File: src/rtl/phase_shift_ctrl.sv
// Phase-step controller: turns phase-detector shift pulses and software step requests
// into PLL dynamic phase-step handshakes, tracking phase index, step count and lock.
module phase_shift_ctrl #(
   parameter int STEPS    = 8,
   parameter int PHASE_W  = 3,
   parameter int HOLDOFF  = 16,
   parameter int WAIT_MAX = 255,
   parameter int LOCK_W   = 10
) (
   input  logic               clk,
   input  logic               reset,
   input  logic               enable,
   input  logic               shift,
   input  logic               manual_step,
   input  logic               manual_dir,
   input  logic               pll_phasedone,
   output logic               pll_phasestep,
   output logic               pll_phaseupdown,
   output logic [PHASE_W-1:0] phase,
   output logic [15:0]        step_count,
   output logic               busy,
   output logic               locked,
   output logic               pll_err
);

   typedef enum logic [1:0] {
      IDLE,
      STEP,
      WAIT_DONE,
      HOLD
   } state_t;

   localparam logic [PHASE_W-1:0] PHASE_MAX = PHASE_W'(STEPS - 1);
   localparam logic [PHASE_W-1:0] PHASE_ONE = PHASE_W'(1);
   localparam logic [7:0]         TMO_LAST  = 8'(WAIT_MAX - 1);
   localparam logic [7:0]         HOLD_LAST = 8'(HOLDOFF - 1);
   localparam logic [LOCK_W-1:0]  LOCK_MAX  = '1;

   state_t               state, state_next;
   logic [7:0]           timer, timer_next;
   logic                 dir, dir_next;
   logic                 pending, pending_next;
   logic                 pending_dir, pending_dir_next;
   logic [PHASE_W-1:0]   phase_next;
   logic [15:0]          step_count_next;
   logic                 err_next;
   logic [LOCK_W-1:0]    lock_cnt, lock_cnt_next;
   logic                 request;
   logic                 timeout;

   always_ff @(posedge clk) begin
      if (reset) begin
         state       <= IDLE;
         timer       <= '0;
         dir         <= 1'b0;
         pending     <= 1'b0;
         pending_dir <= 1'b0;
         phase       <= '0;
         step_count  <= '0;
         pll_err     <= 1'b0;
         lock_cnt    <= '0;
      end else begin
         state       <= state_next;
         timer       <= timer_next;
         dir         <= dir_next;
         pending     <= pending_next;
         pending_dir <= pending_dir_next;
         phase       <= phase_next;
         step_count  <= step_count_next;
         pll_err     <= err_next;
         lock_cnt    <= lock_cnt_next;
      end
   end

   always_comb begin
      state_next       = state;
      timer_next       = timer + 8'd1;
      dir_next         = dir;
      pending_next     = pending;
      pending_dir_next = pending_dir;
      phase_next       = phase;
      step_count_next  = step_count;
      err_next         = pll_err;
      lock_cnt_next    = lock_cnt;
      request          = 1'b0;
      timeout          = 1'b0;

      case (state)
         IDLE: begin
            timer_next = '0;
            request    = pending || manual_step || (shift && enable);
            if (request) begin
               state_next   = STEP;
               pending_next = 1'b0;
               // A fresh manual request carries the newest direction; shift always steps up.
               if (manual_step)
                  dir_next = manual_dir;
               else if (pending)
                  dir_next = pending_dir;
               else
                  dir_next = 1'b1;
            end
         end
         STEP: begin
            if (!pll_phasedone) begin
               state_next = WAIT_DONE;
               timer_next = '0;
            end else if (timer == TMO_LAST) begin
               timeout    = 1'b1;
               err_next   = 1'b1;
               state_next = HOLD;
               timer_next = '0;
            end
         end
         WAIT_DONE: begin
            if (pll_phasedone) begin
               if (dir)
                  phase_next = (phase == PHASE_MAX) ? '0 : phase + PHASE_ONE;
               else
                  phase_next = (phase == '0) ? PHASE_MAX : phase - PHASE_ONE;
               if (step_count != 16'hFFFF)
                  step_count_next = step_count + 16'd1;
               state_next = HOLD;
               timer_next = '0;
            end else if (timer == TMO_LAST) begin
               timeout    = 1'b1;
               err_next   = 1'b1;
               state_next = HOLD;
               timer_next = '0;
            end
         end
         HOLD: begin
            if (timer == HOLD_LAST) begin
               state_next = IDLE;
               timer_next = '0;
            end
         end
         default: begin
            state_next = IDLE;
            timer_next = '0;
         end
      endcase

      // Software requests arriving mid-handshake are remembered, newest direction wins.
      if (state != IDLE && manual_step) begin
         pending_next     = 1'b1;
         pending_dir_next = manual_dir;
      end

      if (!enable || request || timeout)
         lock_cnt_next = '0;
      else if (state == IDLE && lock_cnt != LOCK_MAX)
         lock_cnt_next = lock_cnt + 1'b1;
   end

   assign pll_phasestep   = (state == STEP);
   assign pll_phaseupdown = dir;
   assign busy            = (state != IDLE);
   assign locked          = (lock_cnt == LOCK_MAX);

endmodule

File: config.mk
export PLATFORM = sky130hd
export DESIGN_NAME = phase_shift_ctrl
export DESIGN_NICKNAME = d
export VERILOG_FILES = /design/src/rtl/phase_shift_ctrl.sv
export SDC_FILE = /design/constraint.sdc
export NUM_CORES = 1
export LEC_CHECK = 0
export ABC_AREA = 1
export BUFFER_PORTS_ARGS = -buffer_cell sky130_fd_sc_hd__buf_2
export CAP_MARGIN = 0
export CORE_MARGIN = 2
export CORE_UTILIZATION = 40
export CTS_CLUSTER_SIZE = 12
export DETAILED_ROUTE_END_ITERATION = 16
export PLACE_DENSITY = 0.68
export RECOVER_POWER = 50
export SYNTH_ARGS = -nofsm -noshare
export SYNTH_HDL_FRONTEND = slang
export SYNTH_SLANG_ARGS = --single-unit
File: constraint.sdc
create_clock -name clk -period 2.2 [get_ports clk]
set_input_delay 0.44 -clock clk [delete_from_list [all_inputs] [get_ports clk]]
set_output_delay 0.44 -clock clk [all_outputs]
set_load 0.05 [all_outputs]
==> run summary, run 1 <==
Result of the run = finished clean
Setup clock skew after layout = 0.0115 ns
Width of the chip = 82.6 um
Max Fclk = 497 MHz
CTS tree = yes
Sequential share of the synthesized area = 0.348
Max-Slew Margin vs Limit = 0.600
Routed vias = 2322
Dominant cell by count in the synthesized netlist = nand2_1
Syn. warnings = 0
Global router's overall resource usage = 0.167
Final Hold Viols = 0
Area of combinational cells with multiple inputs = 0.00142 mm^2
Clock tree root driver cell = clkbuf_8
Min-delay src = timer[0]
Syn_nets = 385
Global placement routability congestion = 0.838
Start-to-end type of the worst setup path = register to output pin
Commonest cells post-synth = 103 x nand2_1, 59 x nor2_1, 43 x dfxtp_1, 43 x inv_1
Layout Utilization = 0.464
Number of fill cells = 667
Overflow left after global routing = 0
Startpoint of the lowest-slack register-to-register path = state[0]
Instance count of the mapped netlist = 365
Finish-stage setup viols = 0
Initial core utilization = 0.415
Drc violations = 0
Gate family responsible for the most delay along the worst path = simple AND/OR/NAND/NOR gates
Post-Syn Area per Cell = 6.78 um^2
Final critical path time including I/O delays and setup = 2.01 ns
Terminus of the critical flop-to-flop path = step_count[15]
Synth top area cells = dfxtp_1 35%, nand2_1 16%, nor2_1 9.0%, ha_1 6.6%, inv_1 6.5%
Half-perimeter wire length of the detailed placement result = 4100 um
Cell type of the slowest stage on the worst timing path = dfxtp_1
# rows = 28
Number of antenna diodes = 0
Critical Path RT = 1.76 ns
Dominant cell type by area after synthesis = dfxtp_1
Buffering stage count on the worst path with inverters included = 1
Die Outline Area = 0.00683 mm^2
Clk pin slew, worst setup/hold paths = 0.08 ns
Cell leakage power = 1.09 nW
Distinct cell type count of the synthesized netlist = 30
CTS hold repair buffers = 0
Quantity of gates resized following cts = 0
Fin crit share = 0.915
Register-to-Register Setup Slack = 0.25 ns
Num CTS Buffers = 5
Crit path capture type = output pin
Later-pin clock latency in the skew report = 0.29 ns
Final Worst Setup Slack = 0.188 ns
Worst path arrival time = 1.57 ns
Number of input and output port buffers inserted = 30
Drt initial violations = 116
Maximum resistive drop on vdd = 330 uV
Residual antenna-violating net count after detailed routing = 0
Critical path destination = locked
I/O pin count = 31
Top fanout value on the critical path = 4
Height of the die = 82.6 um
Measured slew at the worst slew-check pin = 0.602 ns
Largest stage delay on the critical path = 0.37 ns
Number of max-capacitance violations reported = 0
Number of antenna violations at the first check in global routing = 0
Area of the mapped netlist = 0.00247 mm^2
Setup Buffers After CTS = 0
Leading register cell type out of synthesis = dfxtp_1
Synthesis-to-finish area growth = 11.6%
Final slew viol count = 0
Share of synthesized registers carrying an async set or reset = 0
Total negative setup slack = 0 ns
Total power consumption of the routed design = 1.47 mW
Share of the synthesized area in the top cell type = 0.348
Synth Register Bits = 43
Clock sink count = 43
Core outline area = 0.00596 mm^2
Worst Reg-to-Reg Cells = 8
CTS H-tree lvls = 2
Cell area power density = 534 mW/mm^2
Post-Place Setup Slack = 0.289 ns
Vias per Instance = 4.89
Post-route non-filler standard cell count = 475
Post-Place Cells = 469
Ratio of cells with drive above 1 in the final layout = 0.0800
EDFF count, synth = 0
CP Launch Point = lock_cnt[0]
Total length of routed wires = 5300 um
Crit path launch type = register
Sequential cell area = 861 um^2
Number of logic stages on the critical path including buffering = 5
Detailed Routing Iterations Pass 1 = 4
Hold crit path type = register to register
Post-detailed-route wirelength per cell = 11.1 um
# nets final = 421
Wire length of the first global-routing pass = 9000 um
Chain of cells forming the critical path = ha_1 -> nand2_1 -> nand3b_1 -> nor3_2 -> buf_2
Setup repair after global routing missed its margin = false
Number of global-route vias before repair = 2069
Largest net degree at the start of global routing = 21
Clock Path Buffers = 2
==> worst min path at each step <==
stage,end,slack [ns],cells past startpoint
after floorplan,timer[0],0.43,1
after global placement,timer[0],0.45,1
after detailed placement,timer[0],0.45,1
after CTS,lock_cnt[2],0.47,2
after global routing,step_count[12],0.49,3
final,timer[0],0.47,1
==> power breakdown <==
group | switching [mW] | internal, mW | total [mW]
clock network | 0.254 | 0.211 | 0.465
logic | 0.145 | 0.0556 | 0.201
registers | 0.0152 | 0.793 | 0.808
==> stage by stage <==
| stage | hold WS [ns] | instance area, um^2 |
|---|---|---|
| 4_1_cts | 0.469 | 2790 |
| 2_1_floorplan | 0.430 | 2480 |
| 3_5_place_dp | 0.452 | 2720 |
| 3_3_place_gp | 0.448 | 2720 |
| 6_report | 0.466 | 2760 |
| 5_1_grt | 0.489 | 2760 |
==> cell families after synthesis <==
logic type,synth area share
flops,0.348
buf+inv,0.0804
simple gates,0.361
compound gates,0.0986
xor+xnor,0.0460
fa+ha+maj,0.0658
==> sequential cells by signal, indices dropped and copies added, names as in the netlist <==
signal	flops
timer	8
pending_dir	1
step_count	16
state	2
pll_err	1
lock_cnt	10
phase	3
pending	1
pll_phaseupdown	1
==> final cells by class <==
cell class / count / area share
well taps: 75 / 0.0340
repair buffers: 34 / 0.0544
flip-flops and latches: 43 / 0.312
multi-input cells: 274 / 0.514
clock buffers: 5 / 0.0249
clock inverters: 1 / 0.00272
inverters: 43 / 0.0585
==> layer usage <==
metal  vias to the layer above  global-route usage  wire length, um
met5                         -                   0                0
met2                        45               0.302             2640
met4                         0              0.0328               27
met3                         4              0.0337              198
li1                       1237                   -                -
met1                      1036               0.207             2430
==> layout by cell type, fill, tap and decap left out, drive strengths merged <==
cell      Yosys  routed
clkbuf        1      27
o221ai        1       1
a21oi        24      24
nor3b         1       1
ha           13      13
clkinvlp      0       1
nand3        20      20
nand2       106     106
nor2         62      62
nor3          7       7
a211oi        3       3
o31ai         1       1
xnor2         1       1
inv          43      43
nand4        10      10
buf           4      12
a31oi         2       2
a221oi        1       1
dfxtp        43      43
nand3b        1       1
xor2         12      12
o21ai         9       9
Note: power is estimated with default switching activity, not from simulation.
==> run 2, diff against run 1 <==
==> constraint.sdc (replaced) <==
create_clock -name clk -period 2.1 [get_ports clk]
set_input_delay 0.315 -clock clk [delete_from_list [all_inputs] [get_ports clk]]
set_output_delay 0.315 -clock clk [all_outputs]
set_load 0.05 [all_outputs]
==> run summary, run 2 (same netlist as run 1, synthesis figures left out) <==
Internal = 1.11 mW
Largest registers = step_count x16, lock_cnt x10, timer x8
Critical Path RT = 1.78 ns
Flip-flop count of the largest register after layout = 16
Number of max-capacitance violations reported = 0
Cell type of the slowest stage on the worst timing path = dfxtp_1
Cell leakage power = 1.10 nW
Max-Slew Margin vs Limit = 0.590
Drc violations = 0
Share of total power in combinational logic = 0.136
Post-route non-filler standard cell count = 475
Largest stage delay on the critical path = 0.43 ns
Initial core utilization = 0.415
Buffering stage count on the worst path with inverters included = 3
Global-route met1 utilization = 0.206
Register with the most flip-flops = step_count
Post-Place Cells = 469
Synthesis-to-finish area growth = 11.5%
Setup repair after global routing missed its margin = false
Clk pin slew, worst setup/hold paths = 0.08 ns
Fin crit share = 0.920
Num CTS Buffers = 5
Quantity of gates resized following cts = 0
Worst path arrival time = 1.62 ns
Clock Path Buffers = 2
Drt initial violations = 82
Sequential share of power = 0.548
Post-detailed-route wirelength per cell = 11.1 um
CTS tree = yes
Residual antenna-violating net count after detailed routing = 0
Number of antenna violations at the first check in global routing = 0
Met2 routing resource usage after global routing = 0.294
Chain of cells forming the critical path = inv_1 -> ha_1 -> inv_1 -> buf_2
Clock sink count = 43
Hold crit path type = input pin to register
Routed vias = 2265
Core outline area = 0.00596 mm^2
Die Outline Area = 0.00683 mm^2
Height of the die = 82.6 um
Global router's overall resource usage = 0.168
Number of global-route vias before repair = 2075
Clock tree root driver cell = clkbuf_8
Crit path launch type = register
Later-pin clock latency in the skew report = 0.29 ns
Final critical path time including I/O delays and setup = 1.93 ns
Final slew viol count = 0
Largest net degree at the start of global routing = 21
Gate family responsible for the most delay along the worst path = buffers and inverters
Most frequent cells in the layout = 103 x nand2_1, 59 x nor2_1, 43 x inv_1, 43 x dfxtp_1, 23 x clkbuf_1
Setup clock skew after layout = 0.00322 ns
Met3 GRT Util = 0.0293
Number of antenna diodes = 0
Overflow left after global routing = 0
Setup Buffers After CTS = 0
Crit path capture type = output pin
Detailed Routing Iterations Pass 1 = 4
CTS H-tree lvls = 2
Max Fclk = 517 MHz
Finish-stage setup viols = 0
Most used routing layer = met2
# rows = 28
Wire length of the first global-routing pass = 8920 um
Measured slew at the worst slew-check pin = 0.618 ns
Ratio of cells with drive above 1 in the final layout = 0.0775
CP Launch Point = state[1]
Startpoint of the lowest-slack register-to-register path = state[1]
Clock share of power = 0.315
Sw Ratio = 0.281
Maximum resistive drop on vdd = 358 uV
Width of the chip = 82.6 um
Final Hold Viols = 0
Cell area power density = 560 mW/mm^2
Number of input and output port buffers inserted = 30
Net Sw Power = 0.434 mW
# nets final = 421
Global placement routability congestion = 0.831
Critical path's most frequent cell = inv_1
Vias per Instance = 4.77
Min-delay src = pll_phasedone
CTS hold repair buffers = 0
I/O pin count = 31
Total length of routed wires = 5250 um
Top fanout value on the critical path = 9
Result of the run = finished clean
Most common library cell in the layout ignoring fill and taps = nand2_1
Start-to-end type of the worst setup path = register to output pin
Half-perimeter wire length of the detailed placement result = 4010 um
Total negative setup slack = 0 ns
[run 2: metrics by stage]
stage | utilization | setup slack (ns) | instance area (um^2) | hold WS, ns | total power, mW
final | 0.463 | 0.167 | 2760 | 0.365 | 1.54
after global routing | 0.463 | 0.0817 | 2760 | 0.387 | 1.62
after CTS | 0.468 | 0.160 | 2790 | 0.358 | 1.57
after detailed placement | 0.456 | 0.372 | 2720 | 0.456 | 1.08
after global placement | 0.456 | 0.436 | 2720 | 0.447 | 1.08
after floorplan | - | 0.200 | 2480 | 0.430 | 1.02
[run 2: area by class of cell]
cell class / instances / area, um^2
clock buffers: 6 / 72.6
repair buffers: 34 / 150
well taps: 75 / 93.8
inverters: 43 / 161
multi-input cells: 274 / 1420
flip-flops and latches: 43 / 861
fillers: 623 / 3200
[run 2: path summary, 6_finish.rpt]
check,end,slack [ns],cells past startpoint
setup / recovery,busy,0.17,4
hold / removal,step_count[12],0.36,3
setup reg to reg,lock_cnt[8],0.30,8
hold reg to reg,pll_err,0.47,2
[run 2: per-layer routing]
metal	routed length [um]	vias to the layer above	share of wire
li1	-	1235	-
met5	0	-	0
met1	2580	991	0.49
met4	46	0	0.0088
met3	162	4	0.031
met2	2460	35	0.47
[run 2: power by group through the flow]
stage | clock network [mW] | logic [mW] | registers [mW]
2_1_floorplan | 0 | 0.145 | 0.880
3_3_place_gp | 0 | 0.211 | 0.865
3_5_place_dp | 0 | 0.214 | 0.865
4_1_cts | 0.509 | 0.214 | 0.846
5_1_grt | 0.531 | 0.236 | 0.849
6_report | 0.487 | 0.210 | 0.847
[run 2: tightest hold or removal path, cell delays in order]
cell	delay (ns)
buf_2	0.12
a31oi_1	0.08
nor2_1	0.10
==> run 3, diff against run 2 <==
Settings changed: PLACE_DENSITY 0.68 to 0.57.
==> run summary, run 3 (same netlist as run 1, synthesis figures left out) <==
Result of the run = finished clean
Vias per Instance = 4.88
Core outline area = 0.00596 mm^2
Clk pin slew, worst setup/hold paths = 0.10 ns
Half-perimeter wire length of the detailed placement result = 4300 um
Measured slew at the worst slew-check pin = 0.615 ns
Initial core utilization = 0.415
Die Outline Area = 0.00683 mm^2
Setup clock skew after layout = 0.0134 ns
Setup Buffers After CTS = 0
Num CTS Buffers = 5
Share of total power in combinational logic = 0.114
# nets final = 421
Post-detailed-route wirelength per cell = 11.6 um
Setup repair after global routing missed its margin = false
Overflow left after global routing = 0
Residual antenna-violating net count after detailed routing = 0
Flip-flop count of the largest register after layout = 16
Width of the chip = 82.6 um
Number of global-route vias before repair = 2143
Sequential share of power = 0.462
Clock Path Buffers = 2
Final critical path time including I/O delays and setup = 1.91 ns
Final Hold Viols = 0
CP Launch Point = lock_cnt[1]
Total negative setup slack = 0 ns
Clock share of power = 0.424
Clock tree root driver cell = clkbuf_8
Register with the most flip-flops = step_count
Crit path launch type = register
Cell leakage power = 1.12 nW
Finish-stage setup viols = 0
CTS H-tree lvls = 2
Final Worst Setup Slack = 0.188 ns
Most common library cell in the layout ignoring fill and taps = nand2_1
Top fanout value on the critical path = 4
Clock sink count = 43
I/O pin count = 31
Number of antenna violations at the first check in global routing = 0
Worst path arrival time = 1.60 ns
Largest net degree at the start of global routing = 21
Cell area power density = 649 mW/mm^2
Sw Ratio = 0.258
Hold crit path type = input pin to register
CTS tree = yes
Startpoint of the lowest-slack register-to-register path = state[0]
Fin crit share = 0.910
Max-Slew Margin vs Limit = 0.592
Largest registers = step_count x16, lock_cnt x10, timer x8
Net Sw Power = 0.473 mW
Maximum resistive drop on vdd = 384 uV
Crit path capture type = output pin
Wire length of the first global-routing pass = 9310 um
Drt initial violations = 100
Post-Place Setup Slack = 0.296 ns
Critical Path RT = 1.78 ns
# rows = 28
Ratio of cells with drive above 1 in the final layout = 0.0871
Number of fill cells = 652
Total length of routed wires = 5530 um
Most frequent cells in the layout = 103 x nand2_1, 58 x nor2_1, 43 x inv_1, 43 x dfxtp_1, 22 x clkbuf_1
Start-to-end type of the worst setup path = register to output pin
Later-pin clock latency in the skew report = 0.30 ns
Area of combinational cells with multiple inputs = 0.00142 mm^2
Global placement routability congestion = 0.817
Max Fclk = 523 MHz
Sequential cell area = 861 um^2
Number of max-capacitance violations reported = 0
Internal = 1.36 mW
Number of input and output port buffers inserted = 30
Final slew viol count = 0
Synthesis-to-finish area growth = 14.3%
Global router's overall resource usage = 0.176
Drc violations = 0
Routed vias = 2328
Detailed Routing Iterations Pass 1 = 4
Min-delay src = pll_phasedone
Height of the die = 82.6 um
Number of antenna diodes = 0
## run 3: final cells by class
class	instances	area share
inverters	43	0.0571
repair buffers	34	0.0540
flip-flops and latches	43	0.305
clock buffers	5	0.0243
multi-input cells	274	0.503
clock inverters	3	0.0239
well taps	75	0.0332
## run 3: power by group through the flow
stage,sequential (mW),clock [mW],combinational [mW]
after floorplan,0.880,0,0.145
after global placement,0.865,0,0.212
after detailed placement,0.866,0,0.213
after CTS,0.847,0.795,0.213
after global routing,0.850,0.843,0.237
final,0.847,0.777,0.210
## run 3: timing repair
item | in CTS | in global routing
gates resized for setup | 0 | 1
hold endpoints to repair | 0 | 0
setup endpoints to repair | 0 | 1
hold buffers | 0 | 0
## run 3: stage by stage
stage | total power [mW] | cells | hold WS, ns | area [um^2] | utilization
6_report | 1.83 | 477 | 0.348 | 2830 | 0.475
5_1_grt | 1.93 | 477 | 0.377 | 2830 | 0.475
4_1_cts | 1.85 | 477 | 0.351 | 2850 | 0.479
3_5_place_dp | 1.08 | 469 | 0.456 | 2720 | 0.456
3_3_place_gp | 1.08 | 469 | 0.450 | 2720 | 0.456
2_1_floorplan | 1.02 | 365 | 0.430 | 2480 | -
## run 3: critical path: stages, from the launching register on
cell and delay, ns:
dfxtp_1 0.37, ha_1 0.18, nand2_1 0.10, nand3b_1 0.22, nor3_2 0.13, buf_2 0.29
## run 3: worst paths after layout
path	depth (start not counted)	slack [ns]	endpoint
max	5	0.19	locked
min	3	0.35	step_count[12]
max reg2reg	8	0.34	step_count[14]
min reg2reg	1	0.47	timer[0]
## run 3: metal layers
metal,up-vias,global-route usage,share of wire
met5,-,0,0
met2,35,0.323,0.49
met1,1052,0.202,0.46
met4,0,0.0607,0.014
li1,1233,-,-
met3,8,0.0359,0.037
